[src/rtl/ycbcr_src_arbiter_pkg.sv]
// Shared types and defaults for the YCbCr source arbiter.
// Latency: n/a (declarations only).
// Backpressure: n/a.
package ycbcr_src_arbiter_pkg;

  localparam int DW_DEF    = 24;   // pixel width: R[23:16], B[15:8], G[7:0]
  localparam int LINES_DEF = 720;  // tlast beats per frame

  // SYNC: no frame in progress, PASS: forwarding a frame from cur_src
  typedef enum logic {
    SYNC = 1'b0,
    PASS = 1'b1
  } arb_state_t;

  // Width of a counter holding 0..lines-1 (at least one bit).
  function automatic int line_cnt_w(input int lines);
    return (lines > 1) ? $clog2(lines) : 1;
  endfunction

endpackage

[src/rtl/axis_reg_slice.sv]
// Single register stage for an AXI4-Stream video bus (data, last, user).
// Latency: 1 cycle, full throughput while m_tready is high.
// Backpressure: s_tready = !m_tvalid || m_tready; outputs held stable while stalled.
//
// Ports: clk, rst (sync, active high); s_t* upstream side; m_t* downstream side.
module axis_reg_slice
  import ycbcr_src_arbiter_pkg::*;
#(
  parameter int DW = DW_DEF
) (
  input  logic          clk,
  input  logic          rst,
  input  logic [DW-1:0] s_tdata,
  input  logic          s_tvalid,
  output logic          s_tready,
  input  logic          s_tlast,
  input  logic          s_tuser,
  output logic [DW-1:0] m_tdata,
  output logic          m_tvalid,
  input  logic          m_tready,
  output logic          m_tlast,
  output logic          m_tuser
);

  assign s_tready = !m_tvalid || m_tready;

  always_ff @(posedge clk) begin
    if (rst) begin
      m_tvalid <= 1'b0;
      m_tdata  <= '0;
      m_tlast  <= 1'b0;
      m_tuser  <= 1'b0;
    end else if (s_tready) begin
      m_tvalid <= s_tvalid;
      if (s_tvalid) begin
        m_tdata <= s_tdata;
        m_tlast <= s_tlast;
        m_tuser <= s_tuser;
      end
    end
  end

endmodule

[src/rtl/ycbcr_src_arbiter.sv]
// Frame-aligned 2:1 video source selector feeding the YCbCr converter.
// Latency: 1 cycle (output register stage), full throughput.
// Backpressure: granted input sees downstream backpressure; non-granted input is always ready and dropped.
//
// Ports: clk, rst (sync, active high); sel requested source (0 camera, 1 still);
//        s0_t*/s1_t* input streams (tuser = SOF, tlast = EOL); m_t* output stream;
//        cur_src granted source; sof_err pulse on mid-frame SOF; frame_cnt completed frames.
module ycbcr_src_arbiter
  import ycbcr_src_arbiter_pkg::*;
#(
  parameter int DW    = DW_DEF,
  parameter int LINES = LINES_DEF
) (
  input  logic          clk,
  input  logic          rst,
  input  logic          sel,
  input  logic [DW-1:0] s0_tdata,
  input  logic          s0_tvalid,
  output logic          s0_tready,
  input  logic          s0_tlast,
  input  logic          s0_tuser,
  input  logic [DW-1:0] s1_tdata,
  input  logic          s1_tvalid,
  output logic          s1_tready,
  input  logic          s1_tlast,
  input  logic          s1_tuser,
  output logic [DW-1:0] m_tdata,
  output logic          m_tvalid,
  input  logic          m_tready,
  output logic          m_tlast,
  output logic          m_tuser,
  output logic          cur_src,
  output logic          sof_err,
  output logic [15:0]   frame_cnt
);

  localparam int            LW        = line_cnt_w(LINES);
  localparam logic [LW-1:0] LAST_LINE = LW'(LINES - 1);

  arb_state_t    state;
  logic [LW-1:0] line_cnt;
  logic [LW-1:0] line_base;

  logic [DW-1:0] g_tdata;
  logic          g_tvalid;
  logic          g_tlast;
  logic          g_tuser;
  logic          slice_rdy;
  logic          g_rdy;
  logic          xfer;
  logic          fwd;
  logic          eof;

  // Granted stream mux
  assign g_tdata  = cur_src ? s1_tdata  : s0_tdata;
  assign g_tvalid = cur_src ? s1_tvalid : s0_tvalid;
  assign g_tlast  = cur_src ? s1_tlast  : s0_tlast;
  assign g_tuser  = cur_src ? s1_tuser  : s0_tuser;

  // Non-granted input is drained unconditionally so a camera never stalls.
  assign g_rdy     = !rst && slice_rdy;
  assign s0_tready = !rst && (cur_src ? 1'b1 : slice_rdy);
  assign s1_tready = !rst && (cur_src ? slice_rdy : 1'b1);

  assign xfer = g_tvalid && g_rdy;
  // Outside a frame only an SOF beat gets through; everything else is dropped.
  assign fwd  = xfer && (state == PASS || g_tuser);

  // SOF (first or resync) restarts line counting before its own tlast is applied,
  // so a beat with both tuser and tlast leaves the counter at 1.
  assign line_base = (state == SYNC || g_tuser) ? '0 : line_cnt;
  assign eof       = g_tlast && (line_base == LAST_LINE);

  always_ff @(posedge clk) begin
    if (rst) begin
      state     <= SYNC;
      cur_src   <= 1'b0;
      line_cnt  <= '0;
      frame_cnt <= '0;
      sof_err   <= 1'b0;
    end else begin
      sof_err <= fwd && (state == PASS) && g_tuser;
      if (fwd) begin
        if (eof) begin
          line_cnt  <= '0;
          frame_cnt <= frame_cnt + 16'd1;
          state     <= SYNC;
        end else begin
          line_cnt <= line_base + LW'(g_tlast);
          state    <= PASS;
        end
      end
      // sel is only honoured between frames; hold it on the cycle an SOF is taken.
      if (state == SYNC && !fwd) begin
        cur_src <= sel;
      end
    end
  end

  axis_reg_slice #(.DW(DW)) u_out_slice (
    .clk      (clk),
    .rst      (rst),
    .s_tdata  (g_tdata),
    .s_tvalid (g_tvalid && (state == PASS || g_tuser) && !rst),
    .s_tready (slice_rdy),
    .s_tlast  (g_tlast),
    .s_tuser  (g_tuser),
    .m_tdata  (m_tdata),
    .m_tvalid (m_tvalid),
    .m_tready (m_tready),
    .m_tlast  (m_tlast),
    .m_tuser  (m_tuser)
  );

endmodule

[config.mk]
export PLATFORM = sky130hd
export DESIGN_NAME = ycbcr_src_arbiter
export DESIGN_NICKNAME = d
export VERILOG_FILES = /design/src/rtl/ycbcr_src_arbiter_pkg.sv /design/src/rtl/axis_reg_slice.sv /design/src/rtl/ycbcr_src_arbiter.sv
export SDC_FILE = /design/constraint.sdc
export NUM_CORES = 1
export LEC_CHECK = 0
export CAP_MARGIN = 20
export CORE_MARGIN = 5
export CORE_UTILIZATION = 50
export CTS_CLUSTER_SIZE = 12
export DETAILED_ROUTE_END_ITERATION = 8
export PLACE_DENSITY_LB_ADDON = 0.08
export SYNTH_ARGS = -nofsm -noshare
export SYNTH_HDL_FRONTEND = slang
export SYNTH_HIERARCHICAL = 1
export SYNTH_SLANG_ARGS = --single-unit
[constraint.sdc]
create_clock -name clk -period 6.2 [get_ports clk]
set_clock_uncertainty 0.2 [all_clocks]
set_input_delay 1.86 -clock clk [delete_from_list [all_inputs] [get_ports clk]]
set_output_delay 1.86 -clock clk [all_outputs]
set_load 0.02 [all_outputs]
Word-level counts from Yosys, hierarchy flattened
Cells that the tools add are included.

Register bits: 56. Input bits: 58. Output and inout bits: 47. Word-level logic and storage cells: 41.

$add $sub $neg: 2. Equal/unequal tests: 1. Mux-type cells: 9. Bitwise logic cells: 1. Reduce and logical (&&, ||, !) cells: 19.

Operators by type and width (number): $mux 24 (1); $mux 10 (2); $add 16x1->16 const B (1); $logic_and 1x1->1 (11); $add 10x1->10 (1); $eq 10x10->1 const B (1); $mux 1 (6); $reduce_and 2->1 (2); $logic_not 1->1 (3); $logic_or 1x1->1 (3); $not 1->1 (1).

Logic depth before layout (Yosys ltp)
Gate-level depths: netlist of run 1.

Depth after elaboration: 7. Depth in mapped cells: 8. Mapped depth without buffers: 8.

Hierarchy
The synthesis of run 1 kept the hierarchy.

By module, submodules not included: ycbcr_src_arbiter (instances 1, cells each 232, area an instance 1981.9 sq um, sequential area each 580.6 sq um); axis_reg_slice (instances 1, cells each 123, area an instance 1265.0 sq um, sequential area each 540.5 sq um).

Least setup slack after synthesis of run 1
OpenSTA, ideal clock, no wires.

Path type: in2out. From: in m_tready. To: out s1_tready. Data arrival time: 2.707 ns. Data required time: 4.140 ns. Setup slack: 1.433 ns. Stages on the path: 5. Buffers on the path: 2. Path through: nand2b_4 > buf_6 > buf_2 > inv_1 > a21oi_1.

Longest elaborated chain between the ends: 3.

RTL lines: start, declared (RTL line ycbcr_src_arbiter.sv:29) `input logic m_tready,`; $logic_or 1x1->1 (RTL line axis_reg_slice.sv:25) `assign s_tready = !m_tvalid || m_tready;`; named net slice_rdy (RTL line ycbcr_src_arbiter.sv:48) `logic slice_rdy;`; $mux 1 (RTL line ycbcr_src_arbiter.sv:63) `assign s1_tready = !rst && (cur_src ? slice_rdy : 1'b1);`; $logic_and 1x1->1 (RTL line ycbcr_src_arbiter.sv:63); end, declared (RTL line ycbcr_src_arbiter.sv:24) `output logic s1_tready,`.

The timed path passes the listed nets, and every way through them passes these cells.

Final worst setup path of run 1
Ends and elaborated chain as after synthesis.

==> impl_metrics.tcl, run 1 <==
set metrics [dict create \
    r2r_end "line_cnt[6]" \
    nFillCells 534 \
    core_region_area_mm2 0.00635 \
    synth_compound_area_share_pct 25.1 \
    dieHeight_um 90.6 \
    synth-main-ff-cell "dfxtp_1" \
    slew_headroom_pct 42.1 \
    layout.cells.non_filler 522 \
    ctsResizeCount 0 \
    ir_drop_v 0.000106 \
    synth_top_area_share_pct 34.5 \
    place.gp.congestion 0.834 \
    synthSimpleGateAreaFrac_pct 22.2 \
    arrival_ns 3.24 \
    min_from "line_cnt[0]" \
    rsz0062_at_grt "no" \
    cp-startpoint "m_tready" \
    cap_violations 0 \
    whs_endpoint "line_cnt[0]" \
    ys_ff_latch 56 \
    syn_area_mm2 0.00325 \
    clk_root_buffer_cell "clkbuf_8" \
    drt_iter0_markers 161 \
    synth.most_common_cell "dfxtp_1" \
    crit_slowest_cell "clkdlybuf4s50_1" \
    vias 3074 \
    antenna_found_initial 0 \
    syn-num-nets 416 \
    htreeDepth 2 \
    wl_mm 8.36 \
    synth_cells 355 \
    yosys-top-cells-area "dfxtp_1 (35%), mux2_2 (9.4%), nand3_1 (6.9%)" \
    num_rows 29 \
    numCtsBuffers 5 \
    nets 505 \
    path_common_cell "clkdlybuf4s50_1" \
    finalHoldViolCount 0 \
    cp-start-kind "input port" \
    status "finished clean" \
    ys_types 45 \
    synth_edf_count 0 \
    cp-end-kind "output pin" \
    cp_num_cells 5 \
    area_delta_synth_final_pct 34.6 \
    drv_slew 0 \
    start_util_pct 51.1 \
    layout-drive-gt1-share_pct 16.6 \
    ant_nets 0 \
    finalSetupViolCount 0 \
    io_pins 105 \
    syn_avg_cell_area_um2 9.15 \
    synthAdderAreaFrac_pct 1.16 \
    dp.cells 513 \
    finalCriticalPeriod_ns 5.30 \
    die_x_um 90.6 \
    path_buf_inv 3 \
    insertion_delay_ns 0.31 \
    critPathMaxStageDelay_ns 0.62 \
    crit_fanout 3 \
    r2r_slack_ns 2.91 \
    n_antenna_cell 0 \
    yosys-top-cells-count "dfxtp_1 (56), nand3_1 (45), mux2_2 (27)" \
    clkTransAtPathRegs_ns 0.10 \
    overflow 0 \
    cts_tree "yes" \
    grt_use_total_pct 19.2 \
    criticalPathCategory "in -> out" \
    seq_area_frac_synth_pct 34.5 \
    yosysWarnings 6 \
    place_ws_ns 0.909 \
    rr_startpoint "cur_src" \
    critPathTopFamily "buffers and inverters" \
    drt_drc_violations_left 0 \
    fin_crit_sh_pct 85.5 \
    synth_top_family_by_area "compound AO/OA/AOI/OAI gates" \
    setup_tns_ns 0 \
    hp-class "reg -> reg" \
    worst_pin_slew_ns 0.864 \
    wl_per_cell_um 16.0 \
    yosys-mux-area-fraction_pct 11.0 \
    postCtsSetupBuffers 0 \
    drt-pass1-iter-count 4 \
    ctsHoldBuffers 0 \
    io_buffers 104 \
    p_per_area_mw_per_mm2 171 \
    min_path_cells 2 \
    grt_pass1_vias 2754 \
    max_freq_mhz 189 \
    grt_pass1_wl_mm 13.4 \
    yosysTopAreaCell "dfxtp_1" \
    fin_ws_ns 0.901 \
    dp_hpwl_mm 5.84 \
    required_ns 4.14 \
    reg2reg_depth 8 \
    grt_max_degree 61 \
    dieArea_mm2 0.00821 \
    p_leak_nw 1.43 \
    synth-xor-area-share_pct 0 \
    async_flop_share_pct 0 \
    viasPerCell 5.89 \
    crit_chain "clkdlybuf4s50_1, nand2b_4, inv_1, a21oi_1, clkdlybuf4s50_1" \
    numClockSinks 56 \
    clockBufferDepth 2 \
]
==> cells by family after synthesis <==
logic type,Yosys count
mux,31
fa+ha+maj,3
buf+inv,38
compound gates,105
flops,56
simple gates,122
==> worst reg2reg max path: cells and delay by family (launching register included) <==
kind,cells,cell delay [ns]
AND/OR/NAND/NOR,4,1.11
flip-flops,1,0.77
multiplexers,1,0.55
adder cells (fa/ha/maj),2,0.42
AO/OA/AOI/OAI,1,0.16
==> flip-flops by register name, summed over array words and instances (netlist names) <==
register / count
u_out_slice/m_tuser: 1
sof_err: 1
line_cnt: 10
cur_src: 1
state: 1
u_out_slice/m_tlast: 1
frame_cnt: 16
u_out_slice/m_tdata: 24
u_out_slice/m_tvalid: 1
==> how the worst max path moves through the flow <==
stage | end | slack [ns]
6_report | s1_tready | 0.90
5_1_grt | s1_tready | 0.82
4_1_cts | s1_tready | 0.89
3_5_place_dp | s1_tready | 0.91
3_3_place_gp | s1_tready | 0.91
2_1_floorplan | s1_tready | 1.43
==> per-stage QoR <==
step	power (W)	area [um2]	util, %	hold slack [ns]
floorplan	0.000478	3250	-	0.254
global placement	0.000547	4270	67.3	0.264
detailed placement	0.000549	4270	67.3	0.282
CTS	0.000751	4360	68.7	0.296
global route	0.000781	4370	68.8	0.322
finish	0.000745	4370	68.8	0.293
==> where the power goes <==
group | internal, W | total (W) | switching [W]
sequential | 0.000372 | 0.000383 | 0.0000113
combinational | 0.0000875 | 0.000159 | 0.0000710
clock | 0.0000808 | 0.000204 | 0.000123
total | 0.000540 | 0.000745 | 0.000205
==> layout make-up <==
| class | count | area (um2) | area share [%] |
|---|---|---|---|
| Clock buffer | 6 | 72.6 | 1.66 |
| Multi-Input combinational cell | 261 | 1940 | 44.4 |
| Timing Repair Buffer | 110 | 1080 | 24.7 |
| Tap cell | 77 | 96.3 | 2.21 |
| Sequential cell | 56 | 1120 | 25.7 |
| Clock inverter | 2 | 16.3 | 0.372 |
| Inverter | 10 | 40.0 | 0.916 |
==> per-layer routing <==
metal,track usage (%),vias up,wire length [um]
met2,30.3,99,3970
met3,5.83,6,620
li1,-,1524,-
met5,0,-,0
met1,25.5,1445,3700
met4,5.09,0,70
==> cells in the final DEF (no fill, tap or decap), types with 4 or more instances in the layout <==
cell type	instances
buf_4	5
a21bo_1	22
nand2_1	8
or4_1	15
nand3_1	45
and4_1	6
a21oi_1	24
a31oi_1	4
nand4_1	10
a21bo_2	4
o21ai_0	4
o211ai_1	6
o31ai_1	11
dfxtp_1	56
clkdlybuf4s50_1	103
nor3_1	5
a21oi_2	22
inv_1	9
and3_1	5
nor2_1	9
clkbuf_8	5
nand2b_1	5
mux2_2	27
Note: power is estimated with default switching activity, not from simulation.
==> run 2: changes to the inputs <==
--- a/config.mk
+++ b/config.mk
@@ -6,8 +6,10 @@
 export NUM_CORES = 1
 export LEC_CHECK = 0
 export CAP_MARGIN = 20
+export CELL_PAD_IN_SITES_DETAIL_PLACEMENT = 1
+export CELL_PAD_IN_SITES_GLOBAL_PLACEMENT = 1
 export CORE_MARGIN = 5
-export CORE_UTILIZATION = 50
+export CORE_UTILIZATION = 37
 export CTS_CLUSTER_SIZE = 12
 export DETAILED_ROUTE_END_ITERATION = 8
 export PLACE_DENSITY_LB_ADDON = 0.08
==> run 2 against run 1 <==
  * Die area is 31% higher
  * First-iteration DRC count is 48% lower
  * Cell count grew 5.7%
  * Largest power group unchanged
  * Critical endpoint unchanged
  * Flip-flop and latch count is the same
  * Worst setup slack lost 0.021 ns
  * Utilization shrank 18 points
  * Fmax is 0.40% lower
==> impl_metrics.tcl, run 2 (synthesized netlist as in run 1, its figures left out) <==
set metrics [dict create \
    status "finished clean" \
    grt_use_total_pct 17.6 \
    clk_root_buffer_cell "clkbuf_8" \
    rsz0062_at_grt "no" \
    io_buffers 104 \
    largest_reg_flops 24 \
    ctsHoldBuffers 0 \
    reg.largest.list "u_out_slice/m_tdata: 24 flops, frame_cnt: 16 flops, line_cnt: 10 flops" \
    finalHoldViolCount 0 \
    seqCellArea_mm2 0.00112 \
    cts_tree "yes" \
    power_frac_clock_pct 28.2 \
    drt-pass1-iter-count 4 \
    numClockSinks 56 \
    fin_crit_sh_pct 85.8 \
    required_ns 4.14 \
    min_from "frame_cnt[15]" \
    grt_pass1_wl_mm 15.9 \
    rr_startpoint "cur_src" \
    pwr-share-comb_pct 21.4 \
    die_x_um 104 \
    core_region_area_mm2 0.00864 \
    layout-drive-gt1-share_pct 16.4 \
    arrival_ns 3.26 \
    r2r_slack_ns 3.18 \
    ir_drop_v 0.0000909 \
    insertion_delay_ns 0.31 \
    cp-startpoint "m_tready" \
    finalCriticalPeriod_ns 5.32 \
    swShare_pct 27.6 \
    final_common_cell "clkdlybuf4s50_1" \
    crit_chain "clkdlybuf4s50_1, nand2b_4, inv_1, a21oi_1, clkdlybuf4s50_1" \
    p_per_area_mw_per_mm2 172 \
    grt_pass1_vias 3180 \
    final_cell_mix "clkdlybuf4s50_1 (103), dfxtp_1 (56), nand3_1 (45), mux2_2 (27), a21oi_1 (24)" \
    nFillCells 1006 \
    nets 504 \
    multi_input_area_mm2 0.00194 \
    max_freq_mhz 188 \
    cp-end-kind "output pin" \
    cap_violations 0 \
    critPathTopFamily "buffers and inverters" \
    antenna_found_initial 0 \
    dieHeight_um 104 \
    crit_fanout 3 \
    p_leak_nw 1.43 \
    ant_nets 0 \
    regMostFlops "u_out_slice/m_tdata" \
    criticalPathCategory "in -> out" \
    critPathMaxStageDelay_ns 0.63 \
    slew_headroom_pct 24.3 \
    setup_tns_ns 0 \
    start_util_pct 37.6 \
    postCtsSetupBuffers 0 \
    dieArea_mm2 0.0107 \
    reg2reg_depth 8 \
    io_pins 105 \
    crit_slowest_cell "clkdlybuf4s50_1" \
    cp_num_cells 5 \
    drv_slew 0 \
    finalSetupViolCount 0 \
    path_buf_inv 3 \
    wl_per_cell_um 17.9 \
    hp-class "reg -> reg" \
    cp-start-kind "input port" \
    clkTransAtPathRegs_ns 0.10 \
    path_common_cell "clkdlybuf4s50_1" \
    utilization_pct 51.0 \
    r2r_end "line_cnt[6]" \
    numCtsBuffers 5 \
    drt_drc_violations_left 0 \
    drt_iter0_markers 83 \
    ctsResizeCount 0 \
    num_rows 34 \
    p_int_w 0.000550 \
    place.gp.congestion 0.864 \
    area_delta_synth_final_pct 35.7 \
    p_seq_share_pct 50.3 \
    vias 3098 \
    viasPerCell 5.61 \
    dp_hpwl_mm 7.13 \
    n_antenna_cell 0 \
    overflow 0 \
    grt_max_degree 61 \
    clockBufferDepth 2 \
    htreeDepth 2 \
    wl_mm 9.86 \
    endpoint "s1_tready" \
    worst_pin_slew_ns 1.13 \
    p_sw_w 0.000209 \
]
## run 2: cell type report
type	count	area share, %
Clock buffer	7	1.96
Clock inverter	1	0.170
Inverter	10	0.909
Multi-Input combinational cell	261	44.1
Sequential cell	56	25.4
Tap cell	108	3.07
Timing Repair Buffer	109	24.4
## run 2: metal layers
metal / wire [um] / track usage, %
met1: 4240 / 21.5
met2: 4900 / 30.6
met3: 565 / 4.66
met4: 146 / 4.26
met5: 0 / 0
## run 2: worst min path at each step
stage                     slack, ns  cells after the start            end
after floorplan                0.25                      2    line_cnt[0]
after global routing           0.32                      2  frame_cnt[10]
after CTS                      0.30                      2  frame_cnt[15]
after detailed placement       0.29                      2  frame_cnt[15]
after global placement         0.27                      2  frame_cnt[15]
final                          0.30                      2  frame_cnt[15]
## run 2: power groups by stage
| stage | clock [W] | sequential, W | combinational, W |
|---|---|---|---|
| 2_1_floorplan | 0 | 0.000399 | 0.0000793 |
| 3_3_place_gp | 0 | 0.000389 | 0.000160 |
| 3_5_place_dp | 0 | 0.000390 | 0.000164 |
| 4_1_cts | 0.000223 | 0.000382 | 0.000165 |
| 5_1_grt | 0.000237 | 0.000384 | 0.000174 |
| 6_report | 0.000215 | 0.000382 | 0.000163 |
## run 2: stage by stage
step	hold slack, ns	power (W)	cells	instance area (um2)	worst slack [ns]
finish	0.296	0.000759	552	4410	0.880
global route	0.320	0.000796	552	4410	0.794
CTS	0.299	0.000770	552	4410	0.861
detailed placement	0.285	0.000554	544	4310	0.862
global placement	0.272	0.000549	544	4310	0.906
floorplan	0.254	0.000478	355	3250	1.43
## run 2: tightest hold or removal path, cell delays in order, from the launching register on
cell and delay [ns]:
dfxtp_1 0.34, o31ai_1 0.07, a21oi_1 0.05
==> run 3: changes to the inputs <==
--- a/config.mk
+++ b/config.mk
@@ -8,9 +8,7 @@
 export CAP_MARGIN = 20
 export CELL_PAD_IN_SITES_DETAIL_PLACEMENT = 1
 export CELL_PAD_IN_SITES_GLOBAL_PLACEMENT = 1
-export CORE_MARGIN = 5
 export CORE_UTILIZATION = 37
-export CTS_CLUSTER_SIZE = 12
 export DETAILED_ROUTE_END_ITERATION = 8
 export PLACE_DENSITY_LB_ADDON = 0.08
 export SYNTH_ARGS = -nofsm -noshare
==> run 3 against run 2 <==
  * Global-route usage rose by 3.4 points
  * Clock-buffer cell count did not move
  * Fmax about the same
  * Via count is 0.39% higher
  * Sequential power about the same
  * Cell count is 0.36% lower
  * Critical path type unchanged
  * Largest power group unchanged
==> impl_metrics.tcl, run 3 (synthesized netlist as in run 1, its figures left out) <==
set metrics [dict create \
    status "finished clean" \
    dieArea_mm2 0.00915 \
    start_util_pct 38.9 \
    grt_use_total_pct 21.0 \
    rsz0062_at_grt "no" \
    die_x_um 95.7 \
    critPathTopFamily "buffers and inverters" \
    max_freq_mhz 188 \
    met1_usage_pct 26.3 \
    grt_pass1_vias 3029 \
    hp-class "reg -> reg" \
    layout-drive-gt1-share_pct 16.4 \
    required_ns 4.14 \
    wl_mm 9.46 \
    place.gp.congestion 0.830 \
    power.total_w 0.000747 \
    drt-pass1-iter-count 4 \
    num_rows 33 \
    cts_tree "yes" \
    met2_usage_pct 37.4 \
    drv_slew 0 \
    regMostFlops "u_out_slice/m_tdata" \
    cp-start-kind "input port" \
    min_path_cells 2 \
    fin_crit_sh_pct 85.8 \
    ant_nets 0 \
    numCtsBuffers 5 \
    pwr-share-comb_pct 21.9 \
    area_delta_synth_final_pct 35.5 \
    criticalPathCategory "in -> out" \
    wl_per_cell_um 17.2 \
    utilization_pct 52.7 \
    crit_chain "clkdlybuf4s50_1, nand2b_4, inv_1, a21oi_1, clkdlybuf4s50_1" \
    core_region_area_mm2 0.00834 \
    io_buffers 104 \
    final_common_cell "clkdlybuf4s50_1" \
    critPathMaxStageDelay_ns 0.62 \
    dp_hpwl_mm 6.64 \
    nFillCells 985 \
    dieHeight_um 95.7 \
    arrival_ns 3.26 \
    p_sw_w 0.000207 \
    finalHoldViolCount 0 \
    vias 3110 \
    crit_slowest_cell "clkdlybuf4s50_1" \
    postCtsSetupBuffers 0 \
    htreeDepth 2 \
    reg.largest.list "u_out_slice/m_tdata: 24 flops, frame_cnt: 16 flops, line_cnt: 10 flops" \
    use_met3_pct 3.51 \
    insertion_delay_ns 0.31 \
    largest_reg_flops 24 \
    reg2reg_depth 9 \
    n_antenna_cell 0 \
    setup_tns_ns 0 \
    path_common_cell "clkdlybuf4s50_1" \
    numClockSinks 56 \
    clk_root_buffer_cell "clkbuf_8" \
    finalCriticalPeriod_ns 5.32 \
    io_pins 105 \
    antenna_found_initial 0 \
    cap_violations 0 \
    clkTransAtPathRegs_ns 0.10 \
    slew_headroom_pct 41.9 \
    final_cell_mix "clkdlybuf4s50_1 (103), dfxtp_1 (56), nand3_1 (45), mux2_2 (27), a21oi_1 (24)" \
    p_int_w 0.000540 \
    drt_drc_violations_left 0 \
    nets 505 \
    cp_num_cells 5 \
    p_per_area_mw_per_mm2 170 \
    grt_pass1_wl_mm 14.9 \
    overflow 0 \
    crit_fanout 5 \
    clockBufferDepth 2 \
    ctsHoldBuffers 0 \
    worst_pin_slew_ns 0.867 \
    ctsResizeCount 0 \
    viasPerCell 5.65 \
    grt_max_degree 61 \
    swShare_pct 27.7 \
    finalSetupViolCount 0 \
    path_buf_inv 3 \
    cp-end-kind "output pin" \
    power_frac_clock_pct 27.1 \
    drt_iter0_markers 86 \
    ir_drop_v 0.0000920 \
    final_area_mm2 0.00440 \
    top_usage_layer "met2" \
    postPlaceCellArea_mm2 0.00431 \
    p_seq_share_pct 50.9 \
    p_leak_nw 1.43 \
]
run 3: cell type report:
class | count | area, um2 | share of cell area [%]
Timing Repair Buffer | 110 | 1080 | 24.5
Multi-Input combinational cell | 261 | 1940 | 44.2
Tap cell | 105 | 131 | 2.99
Clock buffer | 7 | 76.3 | 1.74
Clock inverter | 1 | 8.76 | 0.199
Sequential cell | 56 | 1120 | 25.5
Inverter | 10 | 40.0 | 0.910
run 3: per-stage QoR:
step	hold WS (ns)	worst slack (ns)	cells
2_1_floorplan	0.254	1.43	355
3_3_place_gp	0.269	0.899	541
3_5_place_dp	0.290	0.884	541
4_1_cts	0.306	0.863	549
5_1_grt	0.337	0.800	550
6_report	0.301	0.880	550
run 3: tightest hold or removal path: stages (launching register included):
cell	delay [ns]
dfxtp_1	0.34
o31ai_1	0.07
a21oi_1	0.06
run 3: power by group through the flow:
stage                     clock network [W]   logic, W  registers, W
after floorplan                           0  0.0000793      0.000399
after global placement                    0   0.000161      0.000388
after detailed placement                  0   0.000165      0.000389
after CTS                          0.000208   0.000166      0.000381
after global routing               0.000225   0.000176      0.000382
final                              0.000203   0.000164      0.000381
run 3: per-layer routing:
layer	share of wire, %	vias up
met5	0	-
met4	0.66	0
met3	4.0	5
met2	51	71
met1	44	1509
li1	-	1525
run 3: path summary, 6_finish.rpt:
| check | from | slack (ns) | end |
|---|---|---|---|
| max | m_tready | 0.88 | s1_tready |
| min | frame_cnt[15] | 0.30 | frame_cnt[15] |
| max reg2reg | cur_src | 2.99 | line_cnt[6] |
| min reg2reg | frame_cnt[15] | 0.30 | frame_cnt[15] |
==> RTL change: new RTL, settings of run 2 <==
Put one more register stage on the output `frame_cnt`, with the module's reset. The value now appears one clock later. The other outputs are not delayed to match.
--- a/src/rtl/ycbcr_src_arbiter.sv
+++ b/src/rtl/ycbcr_src_arbiter.sv
@@ -38,2 +38,4 @@
   localparam logic [LW-1:0] LAST_LINE = LW'(LINES - 1);
+
+  logic [15:0] frame_cnt_s0;
 
@@ -78,3 +80,3 @@
       line_cnt  <= '0;
-      frame_cnt <= '0;
+      frame_cnt_s0 <= '0;
       sof_err   <= 1'b0;
@@ -85,3 +87,3 @@
           line_cnt  <= '0;
-          frame_cnt <= frame_cnt + 16'd1;
+          frame_cnt_s0 <= frame_cnt_s0 + 16'd1;
           state     <= SYNC;
@@ -114,2 +116,10 @@
 
+  always_ff @(posedge clk) begin
+    if (rst) begin
+      frame_cnt <= '0;
+    end else begin
+      frame_cnt <= frame_cnt_s0;
+    end
+  end
+
 endmodule
Check against the original RTL: no difference found for any inputs over 10 cycles, from zero or initial values and one cycle with rst high; that may be too few to reach the edited logic, so the function may still have changed.
==> RTL change against run 2 <==
- synthesized area grew 11%
- wire length grew 1.9%
- sequential share of layout area grew 3.9 points
- sequential power grew 26%
- total power grew 38%
- register-to-register slack lost 0.17 ns
- final cell count grew 9.8%
- sequential cell count grew 16
- setup slack gained 0.0038 ns
- final area grew 11%
- non-clock buffer count is the same
- largest power group unchanged
==> RTL change: results (changes against run 2) <==
Global route
  • Met2 usage: 28.3% (-2.3 points)
  • GRT met3 Usage: 3.61% (-1.1 points)
  • GR Util met1: 23.0% (+1.5 points)
  • Global Route Usage Sum: 17.4% (-0.19 points)
  • Vias in the first global route: 3337 (+4.9%)
  • First-pass GRT wire length: 16.5 mm (+3.4%)
  • Largest net degree at the start of global routing: 58 (-4.9%)

Routing
  • Pre-antenna DRT Iters: 4 (unchanged)
  • Via density: 5.26 (-6.3%)
  • DR vias: 3186 (+2.8%)
  • Initial DRC Count: 110 (+33%)
  • Detailed-route wire length: 10.0 mm (+1.9%)

Synth
  • Commonest cells post-synth: dfxtp_1, mux2_2, nand3_1, a21bo_1, a21oi_2
  • Largest cells by area after synthesis: dfxtp_1, mux2_2, a21bo_1
  • Sequential area share after synthesis: 39.8% (+5.3 points)
  • Ys async rst share: 0% (unchanged)
  • Syn nets: 440 (+5.8%)
  • Netlist cell types: 47 (+4.4%)
  • Number of cells produced by synthesis: 379 (+6.8%)

Timing
  • Smallest hold slack: 0.292 ns (-0.00382 ns)

CTS
  • H-tree levels: 3 (+1)
  • Clock latency on the worst-skew pair: 0.35 ns (+0.04 ns)
  • TritonCTS Buffers: 9 (+4)
  • Worst-path clk slew: 0.09 ns
  • Post-CTS Setup Bufs: 0 (unchanged)

Placement
  • Placed cell count: 590 (+8.5%)
  • Routability Congestion: 0.775 (-10%)
  • DP HPWL: 7.12 mm (-0.15%)
  • Post-DP Area: 0.00470 mm2 (+9.1%)

Worst setup path
  • Crit path max-delay family: buffers and inverters
  • Slowest stage cell on the critical path: clkdlybuf4s50_1
  • Reg2reg setup slack: 3.01 ns (-0.17 ns)
  • Critical path peak fanout: 3 (unchanged)

Power
  • P_sw: 0.000292 W (+39%)
  • VDD IR-drop max: 0.000111 V (+23%)
  • Leakage: 1.72 nW (+20%)

Run status
  • Run status: finished, final reports clean

Finish
  • Nets@finish: 529 (+5.0%)
  • Biggest regs: u_out_slice/m_tdata x24, frame_cnt x16, frame_cnt_s0 x16
  • Share of cells above drive strength 1: 20.5% (+4.1 points)
==> RTL change: cell types whose count changed after synthesis, moves of 9 or more <==
| cell | before | now |
|---|---|---|
| a21oi_1 | 24 | 10 |
| nor3_1 | 5 | 14 |
| nor2_1 | 9 | 21 |
| or4_1 | 15 | 0 |
| nor2b_1 | 2 | 15 |
| mux2_2 | 27 | 40 |
| o31ai_1 | 11 | 0 |
| nand3_1 | 45 | 35 |
| dfxtp_1 | 56 | 72 |
==> RTL change: metrics by stage <==
step | setup WS [ns] | util, % | power, W
2_1_floorplan | 1.16 | - | 0.000586
3_3_place_gp | 0.908 | 48.8 | 0.000659
3_5_place_dp | 0.877 | 48.8 | 0.000662
4_1_cts | 0.872 | 50.9 | 0.00106
5_1_grt | 0.833 | 50.9 | 0.00110
6_report | 0.884 | 50.9 | 0.00105
==> RTL change: final timing paths <==
| path | cells past startpoint | end | start |
|---|---|---|---|
| max reg2reg | 9 | line_cnt[9] | cur_src |
| min reg2reg | 1 | frame_cnt[15] | frame_cnt_s0[15] |
| max | 5 | s1_tready | m_tready |
| min | 1 | frame_cnt[15] | frame_cnt_s0[15] |
==> RTL change: worst register-to-register path, stage by stage, from the launching register on <==
cell	delay [ns]
dfxtp_1	0.41
buf_4	0.37
mux2i_2	0.33
buf_4	0.26
and3_1	0.19
ha_1	0.17
nand3_1	0.24
or3_1	0.48
or3_1	0.33
a31oi_1	0.15
==> RTL change: kinds of logic after synthesis <==
logic type               count (synthesis)  share of synthesized area [%]
AND/OR/NAND/NOR                        141                           21.6
AO/OA/AOI/OAI                           82                           19.0
flip-flops                              72                           39.8
multiplexers                            42                           13.1
buffers and inverters                   39                           5.46
adder cells (fa/ha/maj)                  3                           1.04
==> RTL change: metal layers <==
metal | vias to the layer above | share of wire, %
met1 | 1533 | 49
met3 | 15 | 5.0
met4 | 0 | 1.4
li1 | 1559 | -
met5 | - | 0
met2 | 79 | 45
==> RTL change: area by class of cell <==
class | count | area, um2
Clock buffer | 9 | 124
Clock inverter | 7 | 83.8
Fill cell | 1138 | 4730
Inverter | 8 | 30.0
Multi-Input combinational cell | 268 | 1990
Sequential cell | 72 | 1440
Tap cell | 133 | 166
Timing Repair Buffer | 109 | 1070
==> RTL change: power by group through the flow <==
stage | logic, W | clock network, W | registers, W
2_1_floorplan | 0.0000846 | 0 | 0.000502
3_3_place_gp | 0.000168 | 0 | 0.000491
3_5_place_dp | 0.000171 | 0 | 0.000492
4_1_cts | 0.000171 | 0.000411 | 0.000481
5_1_grt | 0.000182 | 0.000432 | 0.000483
6_report | 0.000169 | 0.000398 | 0.000481
